===== src/rtl/sobel_window_stream.sv =====
// Streaming 3x3 window generator: raster pixels in, one bordered window per frame pixel out.
// Two previous lines live in a single line-buffer RAM whose word packs {row r-2, row r-1}.
module sobel_window_stream #(
    parameter int DW     = 8,
    parameter int WIDTH  = 128,
    parameter int HEIGHT = 96
) (
    input  logic            clk,
    input  logic            rst,
    input  logic            border_mode,
    input  logic            in_valid,
    output logic            in_ready,
    input  logic            in_sof,
    input  logic [DW-1:0]   in_data,
    output logic            out_valid,
    output logic [9*DW-1:0] out_win,
    output logic            out_sof,
    output logic            out_eol,
    output logic            out_eof,
    output logic            frame_err
);
    localparam int CW = $clog2(WIDTH);
    localparam int RW = $clog2(HEIGHT);
    localparam logic [CW-1:0] COL_LAST = CW'(WIDTH - 1);
    localparam logic [RW-1:0] ROW_LAST = RW'(HEIGHT - 1);
    localparam logic [CW-1:0] COL_ONE  = CW'(1);
    localparam logic [RW-1:0] ROW_ONE  = RW'(1);

    localparam logic [1:0] S_IDLE  = 2'd0;
    localparam logic [1:0] S_FILL  = 2'd1;
    localparam logic [1:0] S_RUN   = 2'd2;
    localparam logic [1:0] S_FLUSH = 2'd3;

    logic [1:0]    state_q, state_d;
    logic          mode_q, mode_d;
    logic [CW-1:0] in_col_q, in_col_d, col_base, cen_col_q, cen_col_d;
    logic [RW-1:0] in_row_q, in_row_d, row_base, cen_row_q, cen_row_d;
    logic [2*DW-1:0] lb_mem [WIDTH];
    logic [2*DW-1:0] lb_rd_q;
    logic [2:0][1:0][DW-1:0] sr_q, sr_d;
    logic [2:0][2:0][DW-1:0] w;
    logic [2:0][DW-1:0]      new_col;
    logic [1:0]    rsel [3];
    logic [1:0]    csel [3];
    logic [9*DW-1:0] win, out_win_d;
    logic [DW-1:0] pix;
    logic accept, step, emit, new_frame, err, cen_last;
    logic out_valid_d, out_sof_d, out_eol_d, out_eof_d, frame_err_d;

    assign in_ready = (state_q != S_FLUSH);
    assign accept   = in_valid && in_ready;
    assign cen_last = (cen_col_q == COL_LAST) && (cen_row_q == ROW_LAST);

    always_comb begin
        state_d   = state_q;
        mode_d    = mode_q;
        step      = 1'b0;
        emit      = 1'b0;
        new_frame = 1'b0;
        err       = 1'b0;
        pix       = in_data;
        case (state_q)
            S_IDLE: if (accept && in_sof) new_frame = 1'b1;
            S_FILL, S_RUN: begin
                if (accept) begin
                    if (in_sof) begin
                        new_frame = 1'b1;
                        err       = 1'b1;
                    end else begin
                        step = 1'b1;
                        // Pixel (1,1) completes the first window's bottom-right tap
                        if (state_q == S_RUN || (in_row_q == ROW_ONE && in_col_q == COL_ONE)) begin
                            emit    = 1'b1;
                            state_d = S_RUN;
                        end
                        if (state_q == S_RUN && in_row_q == ROW_LAST && in_col_q == COL_LAST)
                            state_d = S_FLUSH;
                    end
                end
            end
            default: begin
                // Flush pushes dummy pixels; every tap they touch lies outside the frame
                step = 1'b1;
                emit = 1'b1;
                pix  = '0;
                if (cen_last) state_d = S_IDLE;
            end
        endcase
        if (new_frame) begin
            step    = 1'b1;
            state_d = S_FILL;
            mode_d  = border_mode;
        end

        col_base = new_frame ? '0 : in_col_q;
        row_base = new_frame ? '0 : in_row_q;
        in_col_d = in_col_q;
        in_row_d = in_row_q;
        if (step) begin
            in_col_d = (col_base == COL_LAST) ? '0 : col_base + COL_ONE;
            in_row_d = row_base;
            if (col_base == COL_LAST) in_row_d = (row_base == ROW_LAST) ? '0 : row_base + ROW_ONE;
        end

        cen_col_d = cen_col_q;
        cen_row_d = cen_row_q;
        if (new_frame) begin
            cen_col_d = '0;
            cen_row_d = '0;
        end else if (emit) begin
            cen_col_d = (cen_col_q == COL_LAST) ? '0 : cen_col_q + COL_ONE;
            if (cen_col_q == COL_LAST) cen_row_d = (cen_row_q == ROW_LAST) ? '0 : cen_row_q + ROW_ONE;
        end

        new_col[0] = lb_rd_q[2*DW-1:DW];
        new_col[1] = lb_rd_q[DW-1:0];
        new_col[2] = pix;
        for (int i = 0; i < 3; i++) begin
            w[i][0]    = sr_q[i][0];
            w[i][1]    = sr_q[i][1];
            w[i][2]    = new_col[i];
            sr_d[i][0] = step ? sr_q[i][1] : sr_q[i][0];
            sr_d[i][1] = step ? new_col[i] : sr_q[i][1];
        end

        // Out-of-frame taps redirect to the centre row/column, which is the clamped edge
        rsel[0] = (cen_row_q == '0) ? 2'd1 : 2'd0;
        rsel[1] = 2'd1;
        rsel[2] = (cen_row_q == ROW_LAST) ? 2'd1 : 2'd2;
        csel[0] = (cen_col_q == '0) ? 2'd1 : 2'd0;
        csel[1] = 2'd1;
        csel[2] = (cen_col_q == COL_LAST) ? 2'd1 : 2'd2;

        out_valid_d = emit;
        out_win_d   = emit ? win : out_win;
        out_sof_d   = emit && cen_col_q == '0 && cen_row_q == '0;
        out_eol_d   = emit && cen_col_q == COL_LAST;
        out_eof_d   = emit && cen_last;
        frame_err_d = err;
    end

    for (genvar gi = 0; gi < 3; gi++) begin : g_row
        for (genvar gj = 0; gj < 3; gj++) begin : g_col
            assign win[(gi*3+gj)*DW +: DW] =
                (!mode_q && (rsel[gi] != 2'(gi) || csel[gj] != 2'(gj))) ? '0 : w[rsel[gi]][csel[gj]];
        end
    end

    always_ff @(posedge clk) begin
        if (rst) begin
            state_q   <= S_IDLE;
            mode_q    <= 1'b0;
            in_col_q  <= '0;
            in_row_q  <= '0;
            cen_col_q <= '0;
            cen_row_q <= '0;
            out_valid <= 1'b0;
            out_win   <= '0;
            out_sof   <= 1'b0;
            out_eol   <= 1'b0;
            out_eof   <= 1'b0;
            frame_err <= 1'b0;
        end else begin
            state_q   <= state_d;
            mode_q    <= mode_d;
            in_col_q  <= in_col_d;
            in_row_q  <= in_row_d;
            cen_col_q <= cen_col_d;
            cen_row_q <= cen_row_d;
            out_valid <= out_valid_d;
            out_win   <= out_win_d;
            out_sof   <= out_sof_d;
            out_eol   <= out_eol_d;
            out_eof   <= out_eof_d;
            frame_err <= frame_err_d;
        end
    end

    // Read address tracks the next pixel's column, so read and write never collide
    always_ff @(posedge clk) begin
        if (step) lb_mem[col_base] <= {lb_rd_q[DW-1:0], pix};
        lb_rd_q <= lb_mem[in_col_d];
        sr_q    <= sr_d;
    end
endmodule


===== config.mk =====
export PLATFORM = sky130hd
export DESIGN_NAME = sobel_window_stream
export DESIGN_NICKNAME = d
export VERILOG_FILES = /design/src/rtl/sobel_window_stream.sv
export SDC_FILE = /design/constraint.sdc
export NUM_CORES = 2
export LEC_CHECK = 0
export CAP_MARGIN = 20
export CORE_MARGIN = 2
export CORE_UTILIZATION = 44
export DETAILED_ROUTE_END_ITERATION = 8
export HOLD_SLACK_MARGIN = 0.03
export PLACE_DENSITY = 0.59
export SYNTH_ARGS = -nofsm -noshare
export SYNTH_HDL_FRONTEND = slang
export SYNTH_SLANG_ARGS = --single-unit

===== constraint.sdc =====
create_clock -name clk -period 5.7 [get_ports clk]
set_clock_uncertainty 0.05 [all_clocks]
set_input_delay 0.57 -clock clk [delete_from_list [all_inputs] [get_ports clk]]
set_output_delay 0.57 -clock clk [all_outputs]
set_load 0.03 [all_outputs]

==> impl_metrics.ini <==
[clock_tree]
clock_latency_ns = 0.85
clk_pin_slew_ns = 0.06
cts_sinks = 2220
root_buffer = clkbuf_16
cts_hold_buf = 0
cts_max_path_buffers = 3
cts_tree = done
cts_buffers = 223
postCtsSetupBuffers = 0
h-tree-depth = 4
cts_resized = 0

[power_and_ir_drop]
finalPower_mw = 36.73
clock_power_share_pct = 38.5
p_sw_mw = 9.264
power_density_nw_per_um2 = 361.1
p_int_mw = 27.47
seq_power_share_pct = 51.3
comb_power_share_pct = 10.2
sw_frac_of_total_pct = 25.22
irDropWorstVdd_mv = 0.3500
p_leak_nw = 33.88

[drt]
drt_iter0_drc = 7132
vias = 56610
post_drt_wl_per_cell_um = 28.83
routed_wl_um = 270200
drcViolationCount = 0
via_per_inst = 6.040
antenna_left = 0
first_pass_iters = 6

[floorplan]
ioPinCount = 91
dieWidth_um = 454.2
dieArea_um2 = 206300
rows = 165
core_um2 = 201900
initial_core_util_pct = 44.17
die_h_um = 454.2

[timing]
rsz0062_at_grt = false
max-slew-margin-rel_pct = 16.03
fmax_mhz = 194.4
holdWs_ns = 0.07907
worstMarginPinSlew_ns = 1.252
slew_violations = 0
fin_crit_sh_pct = 90.26
post-route-min-period_ns = 5.145
setup_violations = 0
hold_viol_final = 0

[synthesis]
synth_edf_count = 2096
async_flop_share_pct = 0
yosysUniqueCellTypes = 82
yosys_warnings = 0
synth_seq_cells = 2220
syn_avg_cell_area_um2 = 14.23
ys.flop_type = edfxtp_1
ys_seq_area_share_pct = 73.36
synth_fp_nets = 6290
postSynthCellCount = 6269
syn_area_um2 = 89180

[global_routing]
grt_use_total_pct = 25.84
grt_pass1_wl_um = 388000
grt_max_degree = 131
gr-total-overflow = 0
antenna_found_initial = 10
grt_pass1_vias = 53880

[critical_path]
r2r_start = state_q[1]
cp_data_required_time_ns = 6.39
crit_chain = inv_1 -> ha_1 -> or2_1 -> a2bb2oi_4 -> and3_4 -> buf_12 -> buf_4 -> a211oi_2 -> a311oi_1 -> a311oi_1 -> a31oi_1 -> a2111oi_0 -> o2111ai_1
cp-start-kind = flop
slowest_delay_ns = 0.74
timing.setup.critical_path_class = flop to flop
critPathMaxFanout = 32
crit_path_top_delay_cell = a31oi_1
rrSetupSlack_ns = 0.55
reg2reg_depth = 13
arrival_ns = 5.84
critPathMostFrequentCell = a311oi_1
cp-end-kind = flop
critical_path.top_delay_family = compound AO/OA/AOI/OAI gates
crit_buf_inv = 3
r2r-end = lb_rd_q[6]

[cells_and_area]
fin_area_um2 = 101700
drive_gt1_share_pct = 13.07
syn_to_final_growth_pct = 14.07
finalNetCount = 6530
fill_cells = 16980

[worst_hold_path]
min_from = rst
hp-class = input port to flop
whs_path_depth = 3
hold-path-endpoint = out_eol

[place]
gp_congestion = 0.9161
placed_area_um2 = 94630
hpwl_um = 162100
portBuffers = 90

[run_status]
run_status = complete, no violations

[job]
maxCapViolCount = 0
-- per-layer routing --
layer  vias up  global-route usage [%]  share of wire [%]
met5         -                       0              0.023
met4        10                   10.03                4.0
met3       475                   5.477                9.4
met2      2775                   39.92                 46
met1     29020                   35.96                 41
li1      24330                       -                  -
-- synthesized netlist by cell type, types with 16 or more instances --
library cell	instances	area [um^2]
mux2i_1	135	1351
a31oi_1	226	1414
buf_6	25	281.5
mux4_2	133	2995
a311o_1	16	160.2
o22ai_1	23	143.9
nand4_1	21	131.4
o21ai_0	54	270.3
a21oi_1	77	385.4
clkbuf_1	119	446.7
a211oi_1	154	1156
nand3_1	514	2572
nand2_1	1386	5202
and3_1	48	300.3
nor2_1	222	833.3
buf_2	210	1051
and2_1	18	112.6
a311oi_1	186	1629
buf_1	30	112.6
a2111oi_0	24	210.2
inv_1	136	510.5
o211ai_1	22	165.2
a32o_1	24	240.2
buf_4	50	375.4
edfxtp_1	2096	62940
dfxtp_1	124	2482
-- metrics by stage --
stage	setup slack (ns)	std cells	TNS, ns	utilization [%]
2_1_floorplan	0.8857	6269	0	-
3_3_place_gp	-0.3990	8947	-0.3990	46.84
3_5_place_dp	0.4895	8951	0	46.87
4_1_cts	0.6317	9361	0	50.33
5_1_grt	0.3313	9370	0	50.38
6_report	0.5549	9372	0	50.38
-- layout make-up --
type | instances | area [um^2] | area share, %
tap | 2672 | 3343 | 3.286
multi-input combinational | 3472 | 21100 | 20.74
clock inverter | 118 | 977.2 | 0.9606
antenna | 6 | 15.01 | 0.01476
inverter | 137 | 514.2 | 0.5055
sequential | 2220 | 65450 | 64.34
clock buffer | 292 | 6018 | 5.916
timing repair buffer | 455 | 4307 | 4.233
-- worst max path at each step --
stage / cells past startpoint / slack [ns] / start / to
4_1_cts: 14 / 0.63 / state_q[1] / lb_rd_q[12]
2_1_floorplan: 3 / 0.89 / state_q[0] / lb_mem[0][0]
6_report: 13 / 0.55 / state_q[1] / lb_rd_q[6]
3_3_place_gp: 11 / -0.40 / in_sof / lb_rd_q[9]
3_5_place_dp: 13 / 0.49 / in_sof / lb_rd_q[14]
5_1_grt: 15 / 0.33 / state_q[1] / lb_rd_q[3]
-- flip-flops by register name (all words and copies together), names as in the netlist, 2 cells and up --
name / count
out_win: 72
in_row_q: 7
state_q: 2
lb_mem: 2048
cen_col_q: 7
lb_rd_q: 16
in_col_q: 7
sr_q: 48
cen_row_q: 7
-- worst min-delay path: cells and delay by family --
| family | cells | cell delay [ns] |
|---|---|---|
| simple gates | 2 | 0.26 |
| buf+inv | 1 | 0.09 |
-- kinds of logic after synthesis --
| logic type | count (synthesis) | synth area share [%] |
|---|---|---|
| compound gates | 902 | 7.467 |
| xor+xnor | 8 | 0.07857 |
| buf+inv | 577 | 3.231 |
| simple gates | 2277 | 10.77 |
| fa+ha+maj | 8 | 0.1122 |
| mux | 277 | 4.988 |
| flops | 2220 | 73.36 |
-- placed cells by master, fill, tap and decap left out, types with 47 or more instances in the layout --
cell	netlist	routed
mux2i_1	135	135
mux4_2	133	133
clkdlybuf4s50_1	0	89
a211oi_1	154	154
a21oi_1	77	77
buf_12	2	49
dfxtp_1	124	116
a311oi_1	186	186
nand2_1	1386	1385
clkbuf_1	119	55
buf_4	50	310
nor2_1	222	215
a31oi_1	226	225
nand3_1	514	513
clkinv_1	1	48
edfxtp_1	2096	2096
clkbuf_16	0	227
inv_1	136	136
and3_1	48	47
o21ai_0	54	53
-- power by group through the flow --
stage          clock, mW  sequential [mW]  combinational, mW
2_1_floorplan          0             19.2               2.07
3_3_place_gp           0             19.2               3.58
3_5_place_dp           0             19.2               3.62
4_1_cts             14.3             18.9               3.63
5_1_grt             14.9             18.9               3.96
6_report            14.2             18.8               3.74
Note: power is estimated with default switching activity, not from simulation.
